--- src/rtl/star_cam_sub.sv ---
// Sorted-threshold CAM: maps a value to the one-hot index of the largest entry not above it,
// and converts a pair of match vectors into a one-hot index distance.
module star_cam_sub #(
  parameter int LUT_LEN = 64,
  parameter int EXP_LEN = 16
) (
  input  logic               clk,
  input  logic               reset,
  input  logic               lut_we,
  input  logic [5:0]         lut_waddr,
  input  logic [7:0]         lut_wdata,
  output logic               lut_ready,
  input  logic               CAMSUB_req,
  input  logic [7:0]         xi,
  output logic [LUT_LEN-1:0] xi_mv,
  output logic               xi_mv_valid,
  input  logic               FindSub_req,
  input  logic [LUT_LEN-1:0] xmax_mv,
  input  logic [LUT_LEN-1:0] xsrc_mv,
  output logic [EXP_LEN-1:0] sub_mv,
  output logic               sub_mv_valid,
  output logic               err,
  output logic               fsm_state
);

  localparam int AW = $clog2(LUT_LEN);
  localparam logic [AW-1:0] SAT = AW'(EXP_LEN - 1);

  typedef enum logic {LOAD = 1'b0, ACTIVE = 1'b1} state_t;

  state_t             state, state_nxt;
  logic [LUT_LEN-1:0] written;
  logic [7:0]         entry [LUT_LEN];

  logic               wr_go, lu_go, sub_go, err_set;
  logic               lu_hit;
  logic [AW-1:0]      lu_idx;
  logic [LUT_LEN-1:0] lu_vec;
  logic               im_ok, is_ok, sub_bad;
  logic [AW-1:0]      im, is, diff;
  logic [EXP_LEN-1:0] sub_vec;

  // Requests carry no ready: a request is accepted when it is high in ACTIVE, and its
  // valid output pulses for exactly the following cycle with data held otherwise.
  always_comb begin
    state_nxt = state;
    wr_go     = 1'b0;
    lu_go     = 1'b0;
    sub_go    = 1'b0;
    err_set   = 1'b0;
    case (state)
      LOAD: begin
        if (&written) state_nxt = ACTIVE;
        wr_go   = lut_we;
        err_set = CAMSUB_req | FindSub_req;
      end
      ACTIVE: begin
        lu_go   = CAMSUB_req;
        sub_go  = FindSub_req & ~CAMSUB_req;
        err_set = lut_we | (CAMSUB_req & FindSub_req) | (sub_go & sub_bad);
      end
      default: state_nxt = LOAD;
    endcase
  end

  // Entries are loaded in ascending order, so the last passing index is the largest one.
  always_comb begin
    lu_hit = 1'b0;
    lu_idx = '0;
    for (int k = 0; k < LUT_LEN; k++) begin
      if (entry[k] <= xi) begin
        lu_hit = 1'b1;
        lu_idx = AW'(k);
      end
    end
    lu_vec = lu_hit ? (LUT_LEN'(1) << lu_idx) : '0;
  end

  always_comb begin
    im_ok = 1'b0;
    is_ok = 1'b0;
    im    = '0;
    is    = '0;
    for (int k = 0; k < LUT_LEN; k++) begin
      if (xmax_mv[k]) begin
        im_ok = 1'b1;
        im    = AW'(k);
      end
      if (xsrc_mv[k]) begin
        is_ok = 1'b1;
        is    = AW'(k);
      end
    end
    sub_bad = ~im_ok | ~is_ok | (im < is);
    diff    = im - is;
    if (sub_bad)         sub_vec = '0;
    else if (diff > SAT) sub_vec = EXP_LEN'(1) << SAT;
    else                 sub_vec = EXP_LEN'(1) << diff;
  end

  always_ff @(posedge clk or posedge reset) begin
    if (reset) begin
      state        <= LOAD;
      written      <= '0;
      xi_mv        <= '0;
      xi_mv_valid  <= 1'b0;
      sub_mv       <= '0;
      sub_mv_valid <= 1'b0;
      err          <= 1'b0;
    end else begin
      state        <= state_nxt;
      if (wr_go) written[lut_waddr] <= 1'b1;
      xi_mv_valid  <= lu_go;
      if (lu_go) xi_mv <= lu_vec;
      sub_mv_valid <= sub_go;
      if (sub_go) sub_mv <= sub_vec;
      if (err_set) err <= 1'b1;
    end
  end

  // Table contents are not reset; the written mask gates use until a full reload.
  always_ff @(posedge clk) begin
    if (wr_go) entry[lut_waddr] <= lut_wdata;
  end

  assign lut_ready = (state == ACTIVE);
  assign fsm_state = state;

endmodule

--- config.mk ---
export PLATFORM = sky130hd
export DESIGN_NAME = star_cam_sub
export DESIGN_NICKNAME = d
export VERILOG_FILES = /design/src/rtl/star_cam_sub.sv
export SDC_FILE = /design/constraint.sdc
export NUM_CORES = 1
export LEC_CHECK = 0
export BUFFER_PORTS_ARGS = -buffer_cell sky130_fd_sc_hd__buf_2
export CORE_MARGIN = 2
export CORE_UTILIZATION = 48
export CTS_CLUSTER_DIAMETER = 30
export DETAILED_ROUTE_END_ITERATION = 8
export PLACE_DENSITY = 0.66
export SYNTH_ARGS = -nofsm -noshare
export SYNTH_HDL_FRONTEND = slang
export SYNTH_SLANG_ARGS = --single-unit
--- constraint.sdc ---
create_clock -name clk -period 13.6 [get_ports clk]
set_input_delay 1.36 -clock clk [delete_from_list [all_inputs] [get_ports clk]]
set_output_delay 1.36 -clock clk [all_outputs]
set_load 0.03 [all_outputs]
Word-level counts from Yosys, hierarchy flattened
Memory sizes are Yosys's and may differ from the RTL's.
Index checks and enable logic that the tools add are counted.

storage, ports and cells
  flip-flop bits (word level) = 148
  memory bits (writable) = 512
  word-level logic and storage cells = 488
  memories = 1

operators by class
  add/sub/neg operators = 1
  order comparisons = 68
  shift operators = 2
  muxes and demuxes = 394
  bitwise operators = 13
  reductions and logical operators = 2

memories
  memory  words  width  rd ports  clocked after memory_dff  wr ports  line  source
  entry   64     8      64        0                         1         33    logic [7:0] entry [LUT_LEN];

operators by type and width
  operator                                                                          number
  6-bit two-way mux                                                                 186
  8-bit <= comparator                                                               64
  1-bit two-way mux                                                                 203
  64-bit two-way mux                                                                1
  64-bit OR                                                                         1
  64-bit AND reduction                                                              1
  1-bit by 6-bit left shift with 64-bit output (first input constant)               1
  16-bit two-way mux                                                                2
  1-bit by 6-bit left shift with 16-bit output (first input constant)               1
  6-bit by 7-bit < comparator with 1-bit output (second input constant)             1
  1-bit demux with 6-bit select                                                     1
  6-bit by 1-bit >= comparator with 1-bit output (second input constant)            1
  6-bit by 4-bit greater-than comparator with 1-bit output (second input constant)  1
  6-bit < comparator                                                                1
  6-bit subtractor                                                                  1
  1-bit OR                                                                          5
  1-bit NOT                                                                         4
  1-bit AND                                                                         3
  1-bit case mux with 2 select lines                                                1
  1-bit logical AND                                                                 1

Depth between registers and ports, before layout
Gate-level depths: netlist of the first run.

  depth in word-level cells = 70
  mapped depth = 23

Worst setup path after synthesis of the first run
Ideal clock, no wire load.

  kind = input-to-reg
  from = in xi[2]
  to = reg xi_mv[43]
  library setup time = 0.077 ns
  data arrival time = 5.182 ns
  data required time = 13.523 ns
  path slack = 8.342 ns
  cell stages on the path = 13
  path buffers = 1
  path through = inv_1 -> ha_1 -> a21o_1 -> a221o_1 -> a21oi_2 -> nor4bb_2 -> o311ai_2 -> nor3_1 -> a2111oi_4 -> o211ai_2 -> and2_1 -> buf_2 -> o21ai_1

on the way
  longest elaborated chain between the ends = 66
  elaborated cells on any way between the ends = 193
  those cells by class = order compare: 64; shift: 1; mux: 128

RTL lines
  item                                                                               line    source
  start: declaration                                                                 14      input logic [7:0] xi,
  8-bit <= comparator                                                                71      if (entry[k] <= xi) begin
  1-bit two-way mux                                                                  71
  6-bit two-way mux or 1-bit two-way mux (tied branches) (62 in a row)               71
  1-bit by 6-bit left shift with 64-bit output or 1-bit two-way mux (tied branches)  76, 71
  64-bit two-way mux *                                                               76      lu_vec = lu_hit ? (LUT_LEN'(1) << lu_idx) : '0;
  end signal: assignment                                                             114     if (lu_go) xi_mv <= lu_vec;
  end: declaration                                                                   15      output logic [LUT_LEN-1:0] xi_mv,

Mark *: on every way between the ends. The rest lies on a longest branch, timed or not.
A chain may end at the register's enable or synchronous reset.

Worst setup path after layout of the first run
  from = in xi[3]
  to = reg xi_mv[28]

Same word-level chain as after synthesis.

==> results of run 1 <==
## cells by family (layout without fill, tap and decap cells)
family / count (synthesis) / count (layout) / synth area share [%]
XOR/XNOR: 5 / 5 / 0.124
AO/OA/AOI/OAI: 680 / 680 / 12.6
AND/OR/NAND/NOR: 849 / 849 / 12.8
adder cells (fa/ha/maj): 519 / 519 / 18.5
flip-flops: 660 / 660 / 54.1
buffers and inverters: 166 / 654 / 1.79
multiplexers: 3 / 3 / 0.0888
## report_power, final
| group | switching [mW] | leakage, nW | internal [mW] |
|---|---|---|---|
| clock network | 1.07 | 2.19 | 2.17 |
| registers | 0.0246 | 6.58 | 2.23 |
| logic | 0.282 | 9.37 | 0.160 |
| total | 1.37 | 18.1 | 4.57 |
## state kept, by name, indices dropped and copies added, names as in the netlist
| name | cells |
|---|---|
| xi_mv | 64 |
| fsm_state | 1 |
| written | 64 |
| sub_mv_valid | 1 |
| xi_mv_valid | 1 |
| entry | 512 |
| sub_mv | 16 |
| err | 1 |
## critical path, delay by kind of cell
family / cells / cell delay [ns]
AOI/OAI and AO/OA: 7 / 2.08
and+or+nand+nor: 4 / 1.64
buffers and inverters: 3 / 1.34
adders and majority gates: 1 / 0.44
## per-layer routing
layer / vias up / GRT usage, %
li1: 11894 / -
met1: 12562 / 33.2
met2: 1088 / 43.2
met3: 234 / 5.22
met4: 0 / 10.7
met5: - / 0
## final timing paths
kind / endpoint / cells after the start / startpoint / slack (ns)
max in group asynchronous: sub_mv_valid / 3 / reset / 11.39
hold reg to reg: written[30] / 1 / written[30] / 0.46
min in group asynchronous: xi_mv[8] / 2 / reset / 0.90
hold / removal: written[30] / 1 / written[30] / 0.46
setup reg to reg: xi_mv[28] / 12 / entry[11][4] / 9.13
setup / recovery: xi_mv[28] / 15 / xi[3] / 7.33
## cells in the mapped netlist, types with 15 or more instances
| master | number |
|---|---|
| sky130_fd_sc_hd__and3_1 | 80 |
| sky130_fd_sc_hd__ha_1 | 518 |
| sky130_fd_sc_hd__dfrtp_1 | 148 |
| sky130_fd_sc_hd__nand4_1 | 75 |
| sky130_fd_sc_hd__o21bai_1 | 28 |
| sky130_fd_sc_hd__nor3_1 | 44 |
| sky130_fd_sc_hd__a211oi_1 | 18 |
| sky130_fd_sc_hd__nor2_1 | 173 |
| sky130_fd_sc_hd__inv_1 | 147 |
| sky130_fd_sc_hd__o21a_1 | 38 |
| sky130_fd_sc_hd__a21oi_1 | 125 |
| sky130_fd_sc_hd__a22oi_1 | 29 |
| sky130_fd_sc_hd__a22o_1 | 18 |
| sky130_fd_sc_hd__nor2b_1 | 63 |
| sky130_fd_sc_hd__o21ai_1 | 44 |
| sky130_fd_sc_hd__nor4_1 | 44 |
| sky130_fd_sc_hd__o21ai_0 | 143 |
| sky130_fd_sc_hd__nand3_1 | 65 |
| sky130_fd_sc_hd__a21o_1 | 111 |
| sky130_fd_sc_hd__nand2_1 | 154 |
| sky130_fd_sc_hd__nand2b_1 | 15 |
| sky130_fd_sc_hd__a31oi_1 | 36 |
| sky130_fd_sc_hd__edfxtp_1 | 512 |
| sky130_fd_sc_hd__or2_2 | 73 |
## final cells by class
class,instances,area [sq um]
Clock buffer,170,3700
Clock inverter,79,853
Fill cell,5809,30600
Inverter,147,566
Multi-Input combinational cell,2056,15500
Sequential cell,660,19100
Tap cell,959,1200
Timing Repair Buffer,258,1340
==> out/summary.md, run 1 <==
The flow ran to the end, and the final reports show no timing, DRC or antenna violations. Detailed routing placed a total of 46300 um of wire on met2. The largest single stage delay on the critical path is 0.90 ns. Share of the synthesized area in the top cell type: 43.6%.

The count of yosys warnings during synthesis is 0, and the total power is 5.94 mW. Cell chosen for the clock root: sky130_fd_sc_hd__clkbuf_16. The non-filler instance count after layout was 4329.

The signal on the critical path passes through buf_2 -> clkinv_2 -> buf_4 -> ha_1 -> and3_1 -> o21ai_0 -> a31oi_1 -> o21ai_2 -> nor4_1 -> a21boi_0 -> o311ai_1 -> nand3_1 -> o31ai_2 -> nand2_1 -> o21ai_0. In this run, synthesis inferred 512 flip-flops with an integrated enable. Leaving out fill and tap cells, the most frequent cells in the layout are sky130_fd_sc_hd__ha_1 (518), sky130_fd_sc_hd__edfxtp_1 (512), sky130_fd_sc_hd__buf_2 (238). The total routed wirelength was 97800 um. Cell with the most instances on the worst path: sky130_fd_sc_hd__o21ai_0.

Detailed routing placed a total of 6760 um of wire on met3. At the pin with the least slew margin, the transition time is 1.10 ns. After detailed placement, the total cell area comes to 37700 sq um.

Number of cell rows: 99. Ranked by total cell area, the synthesized netlist is headed by sky130_fd_sc_hd__edfxtp_1 (44%), sky130_fd_sc_hd__ha_1 (18%), sky130_fd_sc_hd__dfrtp_1 (11%), sky130_fd_sc_hd__a21o_1 (2.4%), sky130_fd_sc_hd__o21ai_0 (2.0%). Dividing the synthesized area by the synthesized cell count gives 12.2 sq um.

In this run the horizontal extent of the chip is 275 um. The area of the core is 72800 sq um, and the number of routed nets with antenna violations is 0. The number of primary I/O pins is 240. The finished cells cover 42300 sq um. The die covers 75600 sq um. The leakage power was 18.1 nW. For this block, the via count after detailed routing is 25778. Timing would allow up to 159 MHz.

The synthesized design spends more area on one cell type than any other, namely sky130_fd_sc_hd__edfxtp_1. The detailed router put a total of 41200 um of wire on met1. The detailed-route wire length per cell was 22.6 um.

H-tree depth reported by CTS: 4. The post-synthesis to final-layout area growth was 20.0%. In this run, the number of DRC markers left after iteration 0 of detailed routing was 1846. Port buffering added 239 buffers.

Across the run, the number of max-cap violations was 0. Sequential elements use 54.1% of the synthesized area. After global routing the overflow that remains totals 0. The number of antenna diodes in the final layout is 0. Synthesis inferred 660 register bits. Among all stages on the critical path, the largest delay is contributed by sky130_fd_sc_hd__nor4_1. The largest net degree at the start of global routing is 102. The worst setup path is launched from an input pin.

TritonCTS created 136 clock buffers. The run gives 0 as the number of max-slew violations in the final report. Leading cell type in the layout, fill and taps excluded: sky130_fd_sc_hd__ha_1.

For this run, the leading register cell type out of synthesis is sky130_fd_sc_hd__edfxtp_1. The post-route minimum period is 6.27 ns, and the combined global-route utilization of all metal layers is 26.0%. Setup total negative slack on the finished layout was measured at 0 ns. CTS saw 660 sinks.

In this run the power density over the cells is 141 nW/um^2. The detailed-route DRC error count was 0. The type of the setup path with the least slack is in -> reg.

The pre-antenna-repair detailed-routing pass consisted of 5 iterations. For this run, asynchronously set or reset flops after synthesis account for 22.4%. The final critical-path share of the clock period was 46.1%.

In this run the worst path has a maximum fanout of 40. Detailed placement finished with a half-perimeter wire length of 61700 um. The number of unique standard cell types used by synthesis is 87, and the number of cells produced by synthesis is 2882. For the critical path data arrival time, the log shows 6.89 ns. The initial utilization of the core area, before any placement, comes to 48.4%. The cell area after technology mapping was 35200 sq um. Across the VDD grid, the largest voltage drop is 0.0980 mV. OpenSTA, run right after detailed placement, puts the worst setup slack at 6.82 ns.

The source-to-sink clock delay at the later pin of the worst-skew pair was 0.71 ns. The clock transition time at the flip-flop clock pins of the worst setup and hold paths works out to 0.05 ns. The number of hold buffers added after CTS was 0. TritonCTS built the clock tree. Setup violations remaining at the end of the flow were counted as 0. At the worst endpoint, the required time is 14.21 ns. The number of setup buffers added after CTS is 0. Setup slack closes at 7.33 ns. The logs give 26463 for the via count of the first global-routing pass and 58.0% for the final core area utilization. The number of failing hold endpoints at the final stage came out at 0. Measured along the y axis, the die boundary spans 275 um. Uppermost metal layer occupied by signal nets: met4. The last weighted congestion value of the routability-driven placer was 0.878. The first global-routing pass estimated 148000 um of wire.

The setup skew after layout came out at 0.0252 ns. The tools report the nature of the critical path endpoint as a flop. The logs give 26.1% for the max-slew headroom at the worst pin and 0 for the post-CTS resize count. Type of the most critical hold path: reg -> reg. The run gives 4080 as the count of placed standard cells including taps.

Setup repair after global routing left no endpoint under its margin. The run gives 0 as the initial antenna violation count. Counting every net in the synthesized netlist gives 3556. The number of vias per cell was 5.95; the worst hold slack after final layout was 0.465 ns. Cells with a size suffix above 1 make up 17.3% of the layout. In this run the deepest clock path goes through 3 buffers. The final layout net count was 3933.
Note: power is estimated with default switching activity, not from simulation.
==> run 2, diff against run 1 <==
PLACE_DENSITY = 0.68   (was 0.66)
clock period = 5.3 ns   (was 13.6 ns; I/O delays follow)
==> run 2 against run 1 <==
Compared with the run above: utilization rose by 0.85 points; sequential power grew to 2.6 times the previous value; count of clock-buffer cells in the layout is 6 higher; clock power increased to 2.7 times the previous value; critical path depth unchanged; non-clock buffer count up 42; sequential share of layout area fell by 0.65 points; via count increased by 0.86%; register-to-register slack worse by 7.9 ns; flip-flop and latch count did not move; combinational power rose to 2.6 times the previous value; first-iteration DRC count rose by 1.5%.
==> out/summary.md, run 2 (synthesis gave the netlist of run 1 again) <==
For the initial antenna violation count, the log shows 8 (+8). The run gives 4121 (+1.0%) as the count of placed standard cells including taps. The cell chosen for the clock root is sky130_fd_sc_hd__clkbuf_16.

The number of max-slew violations in the final report was 0 (unchanged); the detailed-route DRC error count was 0 (unchanged). The number of flip-flops in the largest register works out to 512 (unchanged). The largest net degree at the start of global routing was 69 (-32%); the clock transition time at the flip-flop clock pins of the worst setup and hold paths was 0.05 ns (about the same).

The logs give 0 (unchanged) for the number of max-cap violations and 48.4% (unchanged) for the starting density of the core. For the source-to-sink clock delay at the later pin of the worst-skew pair, the log shows 0.72 ns (about the same). The total power per unit cell area was 363 nW/um^2 (+160%). The leading cell type in the layout, fill and taps excluded was sky130_fd_sc_hd__ha_1. The total power came out at 15.6 mW (+160%). The logs give 5756 (-0.91%) for the number of filler instances in the final layout and 0 (unchanged) for the number of routed nets with antenna violations. The leakage power is 18.5 nW (+1.8%).

The placed standard-cell area came out at 38200 sq um (+1.2%). For the final HPWL from detailed placement, the log shows 63800 um (+3.4%). The fraction of layout cells with a size suffix above 1 works out to 18.2% (+0.92 points). Leaving out fill and tap cells, the most frequent cells in the layout are sky130_fd_sc_hd__ha_1 (518), sky130_fd_sc_hd__edfxtp_1 (512), sky130_fd_sc_hd__buf_2 (238). The tools report the max-slew headroom at the worst pin as 31.0% (+4.9 points). The x dimension of the die works out to 275 um (unchanged). The overall die area came out at 75600 sq um (unchanged). The run finished with clean final reports.

The critical path data arrival time came out at 5.12 ns (-1.77 ns). The first-iteration detailed-routing DRC count is 1873 (+1.5%), and the number of vias per cell is 5.95 (-0.11%). Number of failing hold endpoints at the final stage: 0 (unchanged).

The final critical path takes up 84.5% of the cycle. Setup repair after global routing left no endpoint under its margin. The residual overflow from global routing was 0 (unchanged). For the last weighted congestion value of the routability-driven placer, the log shows 0.881 (+0.40%).

The worst-path maximum fanout came out at 20 (-50%). The tools report the combined global-route utilization of all metal layers as 26.0% (about the same). STA classifies the critical path startpoint as an input pin. The worst-case setup margin in the final layout was 0.822 ns (-6.50 ns); the count of endpoints failing setup in the final report was 0 (unchanged). The setup path with the least slack is of type in -> reg.

Relative to the synthesized area, the layout overhead comes to 21.7%. Counting flops per register, the top entry is entry. The logs give 3 (unchanged) for the deepest clock path buffer count and 0.0369 ns (+0.0117 ns) for the setup skew after layout. Detailed-route wire length per cell: 22.3 um (-1.5%). The largest registers in the layout are entry (512), written (64), xi_mv (64). Final cell area excluding filler cells: 42900 sq um (+1.5%). TritonCTS built the clock tree. The run gives 240 (unchanged) as the number of primary I/O pins. The run gives 0 ns (unchanged) as the aggregate negative setup slack. The number of cell rows is 99 (unchanged), and the non-filler instance count after layout is 4371 (+0.97%). The height of the chip came out at 275 um (unchanged).

The nature of the critical path endpoint was a flop. The number of buffers created by CTS came out at 133 (-2.2%). The clock sink count was 660 (unchanged).

The total via count after detailed routing is 25999 (+0.86%), and the global-route wire length before repair is 149000 um (+0.80%). The total routed wirelength is 97300 um (-0.54%). The type of the most critical hold path was in -> reg.

The quantity of I/O buffers inserted on ports was 239 (unchanged). The logs give 72800 sq um (unchanged) for the area of the core and 26726 (+0.99%) for the via count of the first global-routing pass. The peak clock frequency supported by timing was 223 MHz; the transition time at the pin with the least slew margin was 1.02 ns (-0.0721 ns).

The logs give 0 (unchanged) for the post-CTS resize count and 5.94 ns (-8.27 ns) for the endpoint required time on the critical path. The logs give 0.320 mV (+230%) for the peak ir drop on the vdd network and 3972 (+0.99%) for the final layout net count. The H-tree depth reported by CTS is 4 (unchanged), and the detailed-routing iteration count for the pre-antenna-repair pass is 6 (+1).

The tools report the worst slack at placement as 0.119 ns (-6.70 ns). The post-route minimum period is 4.48 ns.
==> run 2: cell count changes in the layout (fill, tap and decap cells not counted), moves of 2 or more <==
| cell | delta |
|---|---|
| sky130_fd_sc_hd__buf_4 | +29 |
| sky130_fd_sc_hd__buf_12 | +12 |
| sky130_fd_sc_hd__clkinv_2 | -9 |
| sky130_fd_sc_hd__clkinvlp_4 | -6 |
| sky130_fd_sc_hd__bufinv_16 | +4 |
| sky130_fd_sc_hd__clkbuf_8 | +4 |
| sky130_fd_sc_hd__diode_2 | +3 |
| sky130_fd_sc_hd__clkinv_4 | +2 |
| sky130_fd_sc_hd__inv_6 | +2 |
==> run 2: layer usage <==
metal,vias to the layer above,part of all wire [%],GRT usage (%)
li1,11967,-,-
met3,198,7.6,5.36
met1,12764,41,33.1
met4,10,2.7,8.89
met2,1060,48,44.0
met5,-,0.067,0
==> run 2: worst paths after layout <==
path                          endpoint  slack (ns)  cells past startpoint          from
max in group asynchronous    xi_mv[46]        3.71                      4         reset
max                          xi_mv[29]        0.82                     15         xi[1]
max reg2reg                  xi_mv[29]        1.20                     12  entry[11][3]
min                         sub_mv[15]        0.18                      3   FindSub_req
min in group asynchronous    xi_mv[21]        0.40                      3         reset
min reg2reg                written[49]        0.46                      1   written[49]
==> run 2: power by group <==
group | internal [mW] | switching (mW) | total [mW]
registers | 5.72 | 0.0654 | 5.79
clock network | 5.86 | 2.74 | 8.60
logic | 0.443 | 0.727 | 1.17
total | 12.0 | 3.54 | 15.6
==> run 2: layout make-up <==
cell class	count	area, sq um	area share (%)
timing repair buffer	300	1810	4.22
clock inverter	70	912	2.13
sequential	660	19100	44.5
tap	959	1200	2.80
clock buffer	176	3790	8.83
multi-input combinational	2056	15500	36.2
inverter	147	566	1.32
antenna	3	7.51	0.0175
==> run 2: stage by stage <==
step	utilization (%)	hold WS, ns
after floorplan	-	0.439
after global placement	52.4	0.451
after detailed placement	52.4	0.453
after CTS	58.9	0.153
after global routing	58.9	0.223
final	58.9	0.184
==> run 2: critical path: stages <==
cell	delay (ns)
sky130_fd_sc_hd__buf_2	0.10
sky130_fd_sc_hd__clkinv_2	0.55
sky130_fd_sc_hd__buf_4	0.41
sky130_fd_sc_hd__ha_1	0.32
sky130_fd_sc_hd__nor2b_1	0.15
sky130_fd_sc_hd__o21ai_1	0.12
sky130_fd_sc_hd__a31oi_1	0.09
sky130_fd_sc_hd__o21ai_1	0.30
sky130_fd_sc_hd__nor2_1	0.08
sky130_fd_sc_hd__a2111oi_0	0.74
sky130_fd_sc_hd__a211oi_1	0.26
sky130_fd_sc_hd__nor4b_4	0.49
sky130_fd_sc_hd__nor2_1	0.16
sky130_fd_sc_hd__nor2_2	0.55
sky130_fd_sc_hd__a32o_1	0.26
==> run 2: timing repair <==
item | in CTS | in global routing
hold endpoints to repair | 41 | 0
setup buffers | 0 | 0
hold buffers | 1 | 0
